## src/rtl/ps2_pkg.sv

```systemverilog
// Shared types and constants for the PS/2 host transmit path.
package ps2_pkg;

    typedef enum logic [2:0] {
        IDLE,
        INHIBIT,
        RTS,
        SEND,
        STOP,
        ACK,
        WAIT_IDLE,
        ERR
    } ps2_tx_state_e;

    localparam int PS2_DATA_BITS     = 8;
    localparam int PS2_TX_SHIFT_BITS = 9;
    localparam int PS2_MAX_RETRY     = 2;

    localparam logic [7:0] PS2_CMD_SET_LED = 8'hED;
    localparam logic [7:0] PS2_CMD_RESET   = 8'hFF;

    function automatic logic ps2_odd_parity(input logic [PS2_DATA_BITS-1:0] b);
        return ~^b;
    endfunction

endpackage

```

## src/rtl/ps2_line_sync.sv

```systemverilog
// Two-flop synchronizers for the PS/2 clock and data lines plus a one-cycle
// falling-edge pulse on the clock; usable by both the transmit and receive paths.
module ps2_line_sync (
    input  logic clk,
    input  logic rst,
    input  logic ps2_clk,
    input  logic ps2_data,
    output logic clk_sync,
    output logic data_sync,
    output logic clk_fall
);

    logic [1:0] clk_sr_q, clk_sr_d;
    logic [1:0] data_sr_q, data_sr_d;
    logic       clk_prev_q, clk_prev_d;

    always_comb begin
        clk_sr_d   = {clk_sr_q[0], ps2_clk};
        data_sr_d  = {data_sr_q[0], ps2_data};
        clk_prev_d = clk_sr_q[1];
    end

    // Preset high so a released bus never produces a spurious fall after reset.
    always_ff @(posedge clk) begin
        if (rst) begin
            clk_sr_q   <= 2'b11;
            data_sr_q  <= 2'b11;
            clk_prev_q <= 1'b1;
        end else begin
            clk_sr_q   <= clk_sr_d;
            data_sr_q  <= data_sr_d;
            clk_prev_q <= clk_prev_d;
        end
    end

    assign clk_sync  = clk_sr_q[1];
    assign data_sync = data_sr_q[1];
    assign clk_fall  = clk_prev_q & ~clk_sr_q[1];

endmodule

```

## src/rtl/ps2_host_tx.sv

```systemverilog
// PS/2 host-to-device command transmitter (inhibit, request-to-send, frame, ack).
// Optional PS2_TX_RETRY_EN re-runs a failed frame up to PS2_MAX_RETRY times.
module ps2_host_tx
    import ps2_pkg::*;
#(
    parameter int INHIBIT_CYCLES = 5000,
    parameter int TIMEOUT_CYCLES = 1000000,
    parameter int CNT_W          = 20
) (
    input  logic       clk,
    input  logic       rst,
    input  logic       ps2_clk,
    input  logic       ps2_data,
    output logic       ps2_clk_oe,
    output logic       ps2_data_oe,
    input  logic [7:0] tx_data,
    input  logic       tx_valid,
    output logic       tx_ready,
    output logic       tx_done,
    output logic       tx_err,
    output logic       busy
);

    localparam logic [CNT_W-1:0] INH_LAST = CNT_W'(INHIBIT_CYCLES - 1);
    localparam logic [CNT_W-1:0] TO_LAST  = CNT_W'(TIMEOUT_CYCLES - 1);

    ps2_tx_state_e                 state_q, state_d;
    logic [CNT_W-1:0]              cnt_q, cnt_d;
    logic [PS2_TX_SHIFT_BITS-1:0]  shift_q, shift_d;
    logic [3:0]                    bit_idx_q, bit_idx_d;
    logic                          clk_oe_q, clk_oe_d;
    logic                          data_oe_q, data_oe_d;
    logic                          done_q, done_d;
    logic                          err_q, err_d;
`ifdef PS2_TX_RETRY_EN
    logic [1:0]                    retry_q, retry_d;
    logic [7:0]                    byte_q, byte_d;
`endif

    logic clk_sync, data_sync, clk_fall;

    ps2_line_sync u_sync (
        .clk       (clk),
        .rst       (rst),
        .ps2_clk   (ps2_clk),
        .ps2_data  (ps2_data),
        .clk_sync  (clk_sync),
        .data_sync (data_sync),
        .clk_fall  (clk_fall)
    );

    always_comb begin
        state_d   = state_q;
        cnt_d     = cnt_q;
        shift_d   = shift_q;
        bit_idx_d = bit_idx_q;
        clk_oe_d  = clk_oe_q;
        data_oe_d = data_oe_q;
        done_d    = 1'b0;
        err_d     = 1'b0;
`ifdef PS2_TX_RETRY_EN
        retry_d   = retry_q;
        byte_d    = byte_q;
`endif
        case (state_q)
            IDLE: if (tx_valid) begin
                shift_d   = {ps2_odd_parity(tx_data), tx_data};
                clk_oe_d  = 1'b1;
                data_oe_d = 1'b0;
                cnt_d     = '0;
                state_d   = INHIBIT;
`ifdef PS2_TX_RETRY_EN
                retry_d   = '0;
                byte_d    = tx_data;
`endif
            end
            INHIBIT: begin
                if (cnt_q == INH_LAST) begin
                    data_oe_d = 1'b1;
                    state_d   = RTS;
                end else begin
                    cnt_d = cnt_q + 1'b1;
                end
            end
            RTS: begin
                clk_oe_d  = 1'b0;
                cnt_d     = '0;
                bit_idx_d = '0;
                state_d   = SEND;
            end
            // Data only moves on a detected fall, so it is settled by the device's rising-edge sample.
            SEND: if (clk_fall) begin
                data_oe_d = ~shift_q[0];
                shift_d   = {1'b0, shift_q[PS2_TX_SHIFT_BITS-1:1]};
                bit_idx_d = bit_idx_q + 4'd1;
                if (bit_idx_q == 4'd8) state_d = STOP;
            end
            STOP: if (clk_fall) begin
                data_oe_d = 1'b0;
                state_d   = ACK;
            end
            ACK: if (clk_fall) begin
                state_d = data_sync ? ERR : WAIT_IDLE;
            end
            WAIT_IDLE: if (clk_sync && data_sync) begin
                done_d  = 1'b1;
                state_d = IDLE;
            end
            ERR: begin
                clk_oe_d  = 1'b0;
                data_oe_d = 1'b0;
                state_d   = IDLE;
`ifdef PS2_TX_RETRY_EN
                if (retry_q < 2'(PS2_MAX_RETRY)) begin
                    retry_d  = retry_q + 2'd1;
                    shift_d  = {ps2_odd_parity(byte_q), byte_q};
                    clk_oe_d = 1'b1;
                    cnt_d    = '0;
                    state_d  = INHIBIT;
                end else begin
                    err_d = 1'b1;
                end
`else
                err_d = 1'b1;
`endif
            end
            default: state_d = IDLE;
        endcase

        // Watchdog over the device-clocked phases; a completing WAIT_IDLE wins.
        if (state_q inside {SEND, STOP, ACK, WAIT_IDLE}) begin
            if (clk_fall) begin
                cnt_d = '0;
            end else if (cnt_q == TO_LAST && !done_d) begin
                state_d   = ERR;
                clk_oe_d  = 1'b0;
                data_oe_d = 1'b0;
            end else begin
                cnt_d = cnt_q + 1'b1;
            end
        end
    end

    always_ff @(posedge clk) begin
        if (rst) begin
            state_q   <= IDLE;
            cnt_q     <= '0;
            shift_q   <= '0;
            bit_idx_q <= '0;
            clk_oe_q  <= 1'b0;
            data_oe_q <= 1'b0;
            done_q    <= 1'b0;
            err_q     <= 1'b0;
`ifdef PS2_TX_RETRY_EN
            retry_q   <= '0;
            byte_q    <= '0;
`endif
        end else begin
            state_q   <= state_d;
            cnt_q     <= cnt_d;
            shift_q   <= shift_d;
            bit_idx_q <= bit_idx_d;
            clk_oe_q  <= clk_oe_d;
            data_oe_q <= data_oe_d;
            done_q    <= done_d;
            err_q     <= err_d;
`ifdef PS2_TX_RETRY_EN
            retry_q   <= retry_d;
            byte_q    <= byte_d;
`endif
        end
    end

    assign ps2_clk_oe  = clk_oe_q;
    assign ps2_data_oe = data_oe_q;
    assign tx_done     = done_q;
    assign tx_err      = err_q;
    assign tx_ready    = (state_q == IDLE);
    assign busy        = (state_q != IDLE);

endmodule

```

## config.mk

```make
export PLATFORM = sky130hd
export DESIGN_NAME = ps2_host_tx
export DESIGN_NICKNAME = d
export VERILOG_FILES = /design/src/rtl/ps2_pkg.sv /design/src/rtl/ps2_line_sync.sv /design/src/rtl/ps2_host_tx.sv
export SDC_FILE = /design/constraint.sdc
export NUM_CORES = 1
export LEC_CHECK = 0
export ABC_CLOCK_PERIOD_IN_PS = 2800
export BUFFER_PORTS_ARGS = -buffer_cell sky130_fd_sc_hd__buf_4
export CAP_MARGIN = 20
export CORE_UTILIZATION = 45
export CTS_CLUSTER_DIAMETER = 40
export DETAILED_ROUTE_END_ITERATION = 8
export PLACE_DENSITY_LB_ADDON = 0.15
export SLEW_MARGIN = 20
export SYNTH_ARGS = -nofsm -noshare
export SYNTH_HDL_FRONTEND = slang
export SYNTH_SLANG_ARGS = --single-unit
```

## constraint.sdc

```tcl
create_clock -name clk -period 2.8 [get_ports clk]
set_input_delay 0.28 -clock clk [delete_from_list [all_inputs] [get_ports clk]]
set_output_delay 0.28 -clock clk [all_outputs]
set_load 0.02 [all_outputs]
```

### Word-level counts from Yosys, hierarchy flattened

Index checks and enable logic that the tools add are counted.

* add/sub/neg operators: 2
* multiplexer cells: 39
* reductions and logical operators: 12
* bitwise gates (word level): 3
* equality and inequality tests: 12

Operator list (number)
* $mux 20: 5
* $pmux 20 s3: 1
* $mux 3: 10
* $pmux 3 s8: 1
* $add 20x1->20 const B: 1
* $eq 20x13->1 const B: 1
* $eq 20x20->1 const B: 1
* $mux 9: 2
* $pmux 9 s2: 1
* $mux 1: 15
* $eq 3x3->1 const B: 4
* $pmux 4 s2: 1
* $reduce_xnor 8->1: 1
* $eq 3x2->1 const B: 2
* $pmux 1 s5: 1
* $add 4x1->4 const B: 1
* $eq 4x4->1 const B: 1
* $mux 4: 1
* $ne 2x2->1 const B: 2
* $reduce_bool 2->1: 2
* $reduce_bool 4->1: 1
* $eq 3x1->1 const B: 1
* $logic_not 3->1: 1
* $reduce_and 3->1: 1
* 8 further kinds: 10

* output and inout bits: 6
* word-level logic and storage cells: 79
* input port bits: 13
* bits in registers: 45

### Logic depth before layout (Yosys ltp)

Gate-level depths: netlist of the first run.

* depth after elaboration: 8
* gate-level depth with buffers: 8
* depth with buffers taken out: 7

### By module

Synthesis of the first run repeated with hierarchy kept, for this count alone.

* cell total of the unflattened synthesis: 339
* area total of the unflattened synthesis: 2675.1 um^2

Modules (own cells, without submodules)
* ps2_host_tx: area each 2537.4 um^2, sequential area each 800.8 um^2, times used 1, cells each 328
* ps2_line_sync: area each 137.6 um^2, sequential area each 100.1 um^2, times used 1, cells each 11

### Worst setup path before layout of the first run

OpenSTA, ideal clock, no wires.

* path kind: reg2reg
* start: reg cnt_q[10]
* end: reg cnt_q[9]
* slack: 642 ps
* arrival time: 2032 ps
* setup time: 126 ps
* required time: 2674 ps
* buffers on the path: 1
* period minus slack after synthesis: 2158 ps
* stages on the path, launching flop included: 7
* cells stage by stage: dfxtp_1 or4_4 or4_4 o21a_4 buf_6 o2111ai_1 a22oi_1

* cells in the longest elaborated chain, start to end: 6
* elaborated cells between the ends (all ways): 8
* classes of those cells: 2 x eq/ne; 5 x mux; 1 x reduce/logical

RTL lines
* from (decl): RTL line ps2_host_tx.sv:28 `logic [CNT_W-1:0] cnt_q, cnt_d;`
* from (signal assigned): RTL line ps2_host_tx.sv:160 `cnt_q <= cnt_d;`
* $eq 20x13->1: RTL line ps2_host_tx.sv:78 `if (cnt_q == INH_LAST) begin`
* $mux 20: RTL line ps2_host_tx.sv:78
* $pmux 20 s3: RTL line ps2_host_tx.sv:65 `case (state_q)`
* $mux 20: RTL line ps2_host_tx.sv:134 `end else if (cnt_q == TO_LAST && !done_d) begin`
* $mux 20: RTL line ps2_host_tx.sv:132 `if (clk_fall) begin`
* $mux 20 (*): RTL line ps2_host_tx.sv:131 `if (state_q inside {SEND, STOP, ACK, WAIT_IDLE}) begin`

Mark *: on every way between the ends. The rest lies on a longest branch, timed or not.
A chain may end at the register's enable or synchronous reset.

### Worst setup path after layout of the first run

* start: reg cnt_q[10]
* end: reg cnt_q[6]

The elaborated chain is that of the path after synthesis.

==> flow_summary.yaml, run 1 <==
outcome:
  outcome: "finished clean"
cells_and_area:
  final_common_cell: "dfxtp_1"
  n_fill_cell: 517
  syn2layout_area_growth_pct: 11.5
  nets: 366
  multi_input_area_um2: 1650
  n_antenna_cell: 0
  ff_latch_area_um2: 901
  fin_area_um2: 3010
  post_route_cells_drive_above_1_share: 0.160
  layout_common_cells: "dfxtp_1 (45), nand2_1 (35), nor2_1 (27), buf_4 (27)"
routing:
  vias_per_cell: 6.11
  num_vias: 2585
  drtIter0Drc: 288
  wl_per_cell_um: 16.4
  drc: 0
  ant_nets: 0
  drt-total-wl_mm: 6.94
  first_pass_iters: 5
yosys:
  async_flop_share: 0
  ys_warn_count: 0
  ys_seq_area_frac: 0.334
  syn_area_per_cell_um2: 7.99
  syn_area_um2: 2700
  ys.flop_type: "dfxtp_1"
  synth_edf_count: 0
  syn-instance-count: 338
  synth_cell_type_count: 63
  synth-seq-cells: 45
  synth_nets: 354
global_routing:
  grt_pass1_vias: 2301
  grt_max_degree: 35
  grt_pass1_wl_mm: 11.5
  gr-total-overflow: 0
  antenna_found_initial: 0
  grtUsageTotal: 0.234
worst_setup_path:
  critPathKind: "flip-flop to flip-flop"
  startpoint_type: "flip-flop"
  worstPathArrival_ps: 2550
  cp.required_ps: 2990
  crit_fanout: 22
  end_kind: "flip-flop"
clocking:
  clock-sinks: 45
  cts.clk_slew.worst_paths_ps: 90
  cts_buffer_depth: 2
  cts_tree: "done"
  ctsHoldBuffers: 0
  cts_inserted_buffers: 5
  post_cts_buffers: 0
  clk_latency_ps: 310
  cts_root_buf: "clkbuf_8"
  h-tree-depth: 2
  ctsResizeCount: 0
place:
  hpwl_mm: 4.80
  placed_area_um2: 2880
  portBuffers: 18
  place_congestion: 0.868
power:
  comb_power_share: 0.119
  seq_power_share: 0.493
  power_leakage_nw: 1.03
  clkPwrFrac: 0.388
  internal_power_w: 0.00102
  switchingPower_w: 0.000350
  switching_share: 0.256
  ir_worst_vdd_mv: 0.233
  powerDensity_nw_per_um2: 454
worst_hold_path:
  holdCritPathClass: "input pin to flip-flop"
timing:
  fmaxAchievable_mhz: 423
  tightest_slew_ps: 732
  setup_violations: 0
  skew_ps: 4.51
  min_period_ps: 2360
  slew-limit-headroom: 0.510
  tns_ps: 0
  holdWs_ps: 151
  hold_viol: 0
  fin_crit_sh: 0.843
  rsz0062_at_grt: "no"
  maxSlewViolCount: 0
floorplan:
  start_util: 0.479
  io-pin-count: 19
  core_area_um2: 5640
  fp-row-count: 27
  die_width_um: 79.5
  die_y_um: 79.5
  dieArea_um2: 6310
run:
  cap_violations: 0
-- critical path, cell delays in order (launching register included) --
cell,delay (ps)
dfxtp_1,370
or4_4,560
or4_4,580
o21a_4,320
o21ai_1,280
o21ai_0,130
-- path summary, 6_finish.rpt --
| path | from | end | slack [ps] | cells after the start |
|---|---|---|---|---|
| max | cnt_q[10]$_SDFF_PP0_ | cnt_q[6]$_SDFF_PP0_ | 440 | 5 |
| min | ps2_data | u_sync.data_sr_q[0]$_SDFF_PP1_ | 150 | 2 |
| max reg2reg | cnt_q[10]$_SDFF_PP0_ | cnt_q[6]$_SDFF_PP0_ | 440 | 5 |
| min reg2reg | u_sync.data_sr_q[0]$_SDFF_PP1_ | u_sync.data_sr_q[1]$_SDFF_PP1_ | 420 | 1 |
-- cell usage after synthesis, types with 10 or more instances --
cell type  instances  share of area
dfxtp_1           45           0.33
nand2_1           35          0.049
nor2_1            27          0.038
a21oi_1           15          0.028
clkbuf_1          15          0.021
nand3_1           15          0.028
nor3_1            13          0.024
inv_1             12          0.017
nand4_1           10          0.023
o2111ai_1         10          0.032
-- metrics by stage --
stage / cells / power [W] / util / setup WS (ps)
after global placement: 414 / 0.000846 / 0.511 / 520
final: 423 / 0.00137 / 0.534 / 438
after floorplan: 338 / 0.000804 / - / 642
after global routing: 423 / 0.00142 / 0.534 / 300
after detailed placement: 414 / 0.000849 / 0.511 / 487
after CTS: 422 / 0.00138 / 0.532 / 464
-- flip-flops by register name, summed over array words and instances (netlist names) --
register           count
tx_err                 1
bit_idx_q              4
cnt_q                 20
state_q                3
ps2_data_oe            1
tx_done                1
u_sync.data_sr_q       2
u_sync.clk_prev_q      1
ps2_clk_oe             1
shift_q                9
u_sync.clk_sr_q        2
-- cell families (layout without fill, tap and decap cells) --
group,after synthesis,count (layout),share of synthesized area
AO/OA/AOI/OAI,97,97,0.272
XOR/XNOR,15,15,0.0487
adder cells (fa/ha/maj),3,3,0.0139
buffers and inverters,34,47,0.0542
flip-flops,45,45,0.334
multiplexers,2,2,0.00788
AND/OR/NAND/NOR,142,142,0.270
-- area by class of cell --
class,count,area share
Multi-Input combinational cell,259,0.549
Sequential cell,45,0.299
Clock buffer,6,0.0274
Inverter,12,0.0150
Tap cell,72,0.0299
Clock inverter,2,0.0125
Timing Repair Buffer,27,0.0673
-- power groups by stage --
stage | registers, W | clock network [W] | logic (W)
3_5_place_dp | 0.000689 | 0 | 0.000160
6_report | 0.000674 | 0.000530 | 0.000163
3_3_place_gp | 0.000688 | 0 | 0.000158
5_1_grt | 0.000677 | 0.000568 | 0.000179
2_1_floorplan | 0.000685 | 0 | 0.000119
4_1_cts | 0.000674 | 0.000545 | 0.000160
-- layer usage --
metal | GRT usage | wire length [µm] | vias up
li1 | - | - | 1293
met5 | 0 | 0 | -
met3 | 0.0411 | 387 | 11
met1 | 0.334 | 3330 | 1202
met4 | 0.105 | 115 | 0
met2 | 0.340 | 3120 | 79
Power figures use the tool's default switching activity.
==> inputs of run 2 (changes only) <==
Settings changed: ABC_CLOCK_PERIOD_IN_PS 2800 to 2240.
Clock period 2.8 ns to 2.24 ns, I/O delays scaled along.
==> run 2 against run 1 <==
Setup slack worse by 330 ps. Total power is 24% higher. Critical endpoint is now cnt_q[11]$_SDFF_PP0_. Combinational power is 44% higher.
==> flow_summary.yaml, run 2 (synthesis results as in run 1) <==
floorplan:
  fp-row-count: 27
  start_util: 0.479
  io-pin-count: 19
  core_area_um2: 5640
  die_width_um: 79.5
  die_y_um: 79.5
  dieArea_um2: 6310
clocking:
  cts_root_buf: "clkbuf_8"
  clock-sinks: 45
  cts_tree: "done"
  ctsHoldBuffers: 0
  h-tree-depth: 2
  cts.clk_slew.worst_paths_ps: 90
  clk_latency_ps: 300
  cts_inserted_buffers: 5
  cts_buffer_depth: 2
worst_hold_path:
  holdCritPathClass: "input pin to flip-flop"
routing:
  drc: 0
  vias_per_cell: 6.01
  ant_nets: 0
  first_pass_iters: 5
  wl_per_cell_um: 16.3
  num_vias: 2673
  drtIter0Drc: 214
  drt-total-wl_mm: 7.26
timing:
  tightest_slew_ps: 524
  hold_viol: 0
  setup_slack_ps: 112
  setup_violations: 0
  slew-limit-headroom: 0.647
  min_period_ps: 2130
  fmaxAchievable_mhz: 470
  skew_ps: 5.17
  fin_crit_sh: 0.950
  maxSlewViolCount: 0
outcome:
  outcome: "finished clean"
cells_and_area:
  top_regs: "cnt_q (20), shift_q (9), bit_idx_q (4)"
  top_register: "cnt_q"
  n_antenna_cell: 0
  syn2layout_area_growth_pct: 18.5
  largest_reg_flops: 20
  nets: 388
  final_common_cell: "buf_4"
  fin_area_um2: 3200
  post_route_cells_drive_above_1_share: 0.214
  layout_common_cells: "buf_4 (46), dfxtp_1 (45), nand2_1 (35)"
place:
  portBuffers: 18
  post-place-ws_ps: -0.727
  place_congestion: 0.838
  placed_area_um2: 3050
  hpwl_mm: 5.05
power:
  powerDensity_nw_per_um2: 532
  ir_worst_vdd_mv: 0.317
  power_leakage_nw: 1.16
worst_setup_path:
  worstPathArrival_ps: 2350
  end_kind: "flip-flop"
  startpoint_type: "flip-flop"
  crit_fanout: 6
  critPathKind: "flip-flop to flip-flop"
  cp.required_ps: 2460
global_routing:
  antenna_found_initial: 0
  grt_pass1_wl_mm: 11.9
  grt_max_degree: 35
  gr-total-overflow: 0
  grtUsageTotal: 0.240
  grt_pass1_vias: 2390
run:
  cap_violations: 0
[run 2: cell count changes in the layout (fill, tap and decap cells not counted), sizes merged]
cell,before,now
clkinv,0,1
clkinvlp,1,0
buf,27,47
o21a,3,5
[run 2: critical path, cell delays in order (launching register included)]
cell and delay, ps:
dfxtp_1 320, or4_4 540, or4_4 510, o21ai_4 260, buf_4 160, nand2_1 40, a211oi_1 210
[run 2: final timing paths]
path                                  from                             end  slack [ps]  depth (start not counted)
max                   cnt_q[10]$_SDFF_PP0_            cnt_q[11]$_SDFF_PP0_         110                          6
min                               ps2_data  u_sync.data_sr_q[0]$_SDFF_PP1_         100                          2
min reg2reg  u_sync.clk_sr_q[0]$_SDFF_PP1_   u_sync.clk_sr_q[1]$_SDFF_PP1_         420                          1
max reg2reg           cnt_q[10]$_SDFF_PP0_            cnt_q[11]$_SDFF_PP0_         110                          6
[run 2: cell type report]
class                      count  area, µm²
clock buffer                   6       72.6
sequential                    45        901
fill                         513       2440
timing repair buffer          47        365
tap                           72       90.1
multi-input combinational    261       1690
clock inverter                 2       38.8
inverter                      12       45.0
[run 2: metrics by stage]
stage / hold slack, ps / total power (W) / TNS, ps / util / instances
detailed placement: 396 / 0.00108 / -0.727 / 0.540 / 434
CTS: 93.1 / 0.00170 / 0 / 0.560 / 442
finish: 99.6 / 0.00170 / 0 / 0.567 / 445
floorplan: 328 / 0.00101 / 0 / - / 338
global route: 90.4 / 0.00178 / -13.0 / 0.567 / 445
global placement: 395 / 0.00108 / 0 / 0.540 / 434
[run 2: power breakdown]
| group | switching (W) | total (W) | internal (W) |
|---|---|---|---|
| combinational | 0.000131 | 0.000234 | 0.000103 |
| clock | 0.000292 | 0.000627 | 0.000335 |
| sequential | 0.0000159 | 0.000840 | 0.000824 |
[run 2: timing repair]
action / 4_1_cts / 5_1_grt
setup endpoints to repair: 1 / 8
resized for setup: 1 / 3
pin swaps: 0 / 3
gates cloned: 0 / 2
setup buffers: 0 / 1
[run 2: metal layers]
metal	part of all wire	routed length, µm	up-vias	global-route usage
met4	0.013	93	0	0.0745
met2	0.46	3310	85	0.362
met5	0	0	-	0
met3	0.055	397	8	0.0389
li1	-	-	1343	-
met1	0.48	3470	1237	0.347
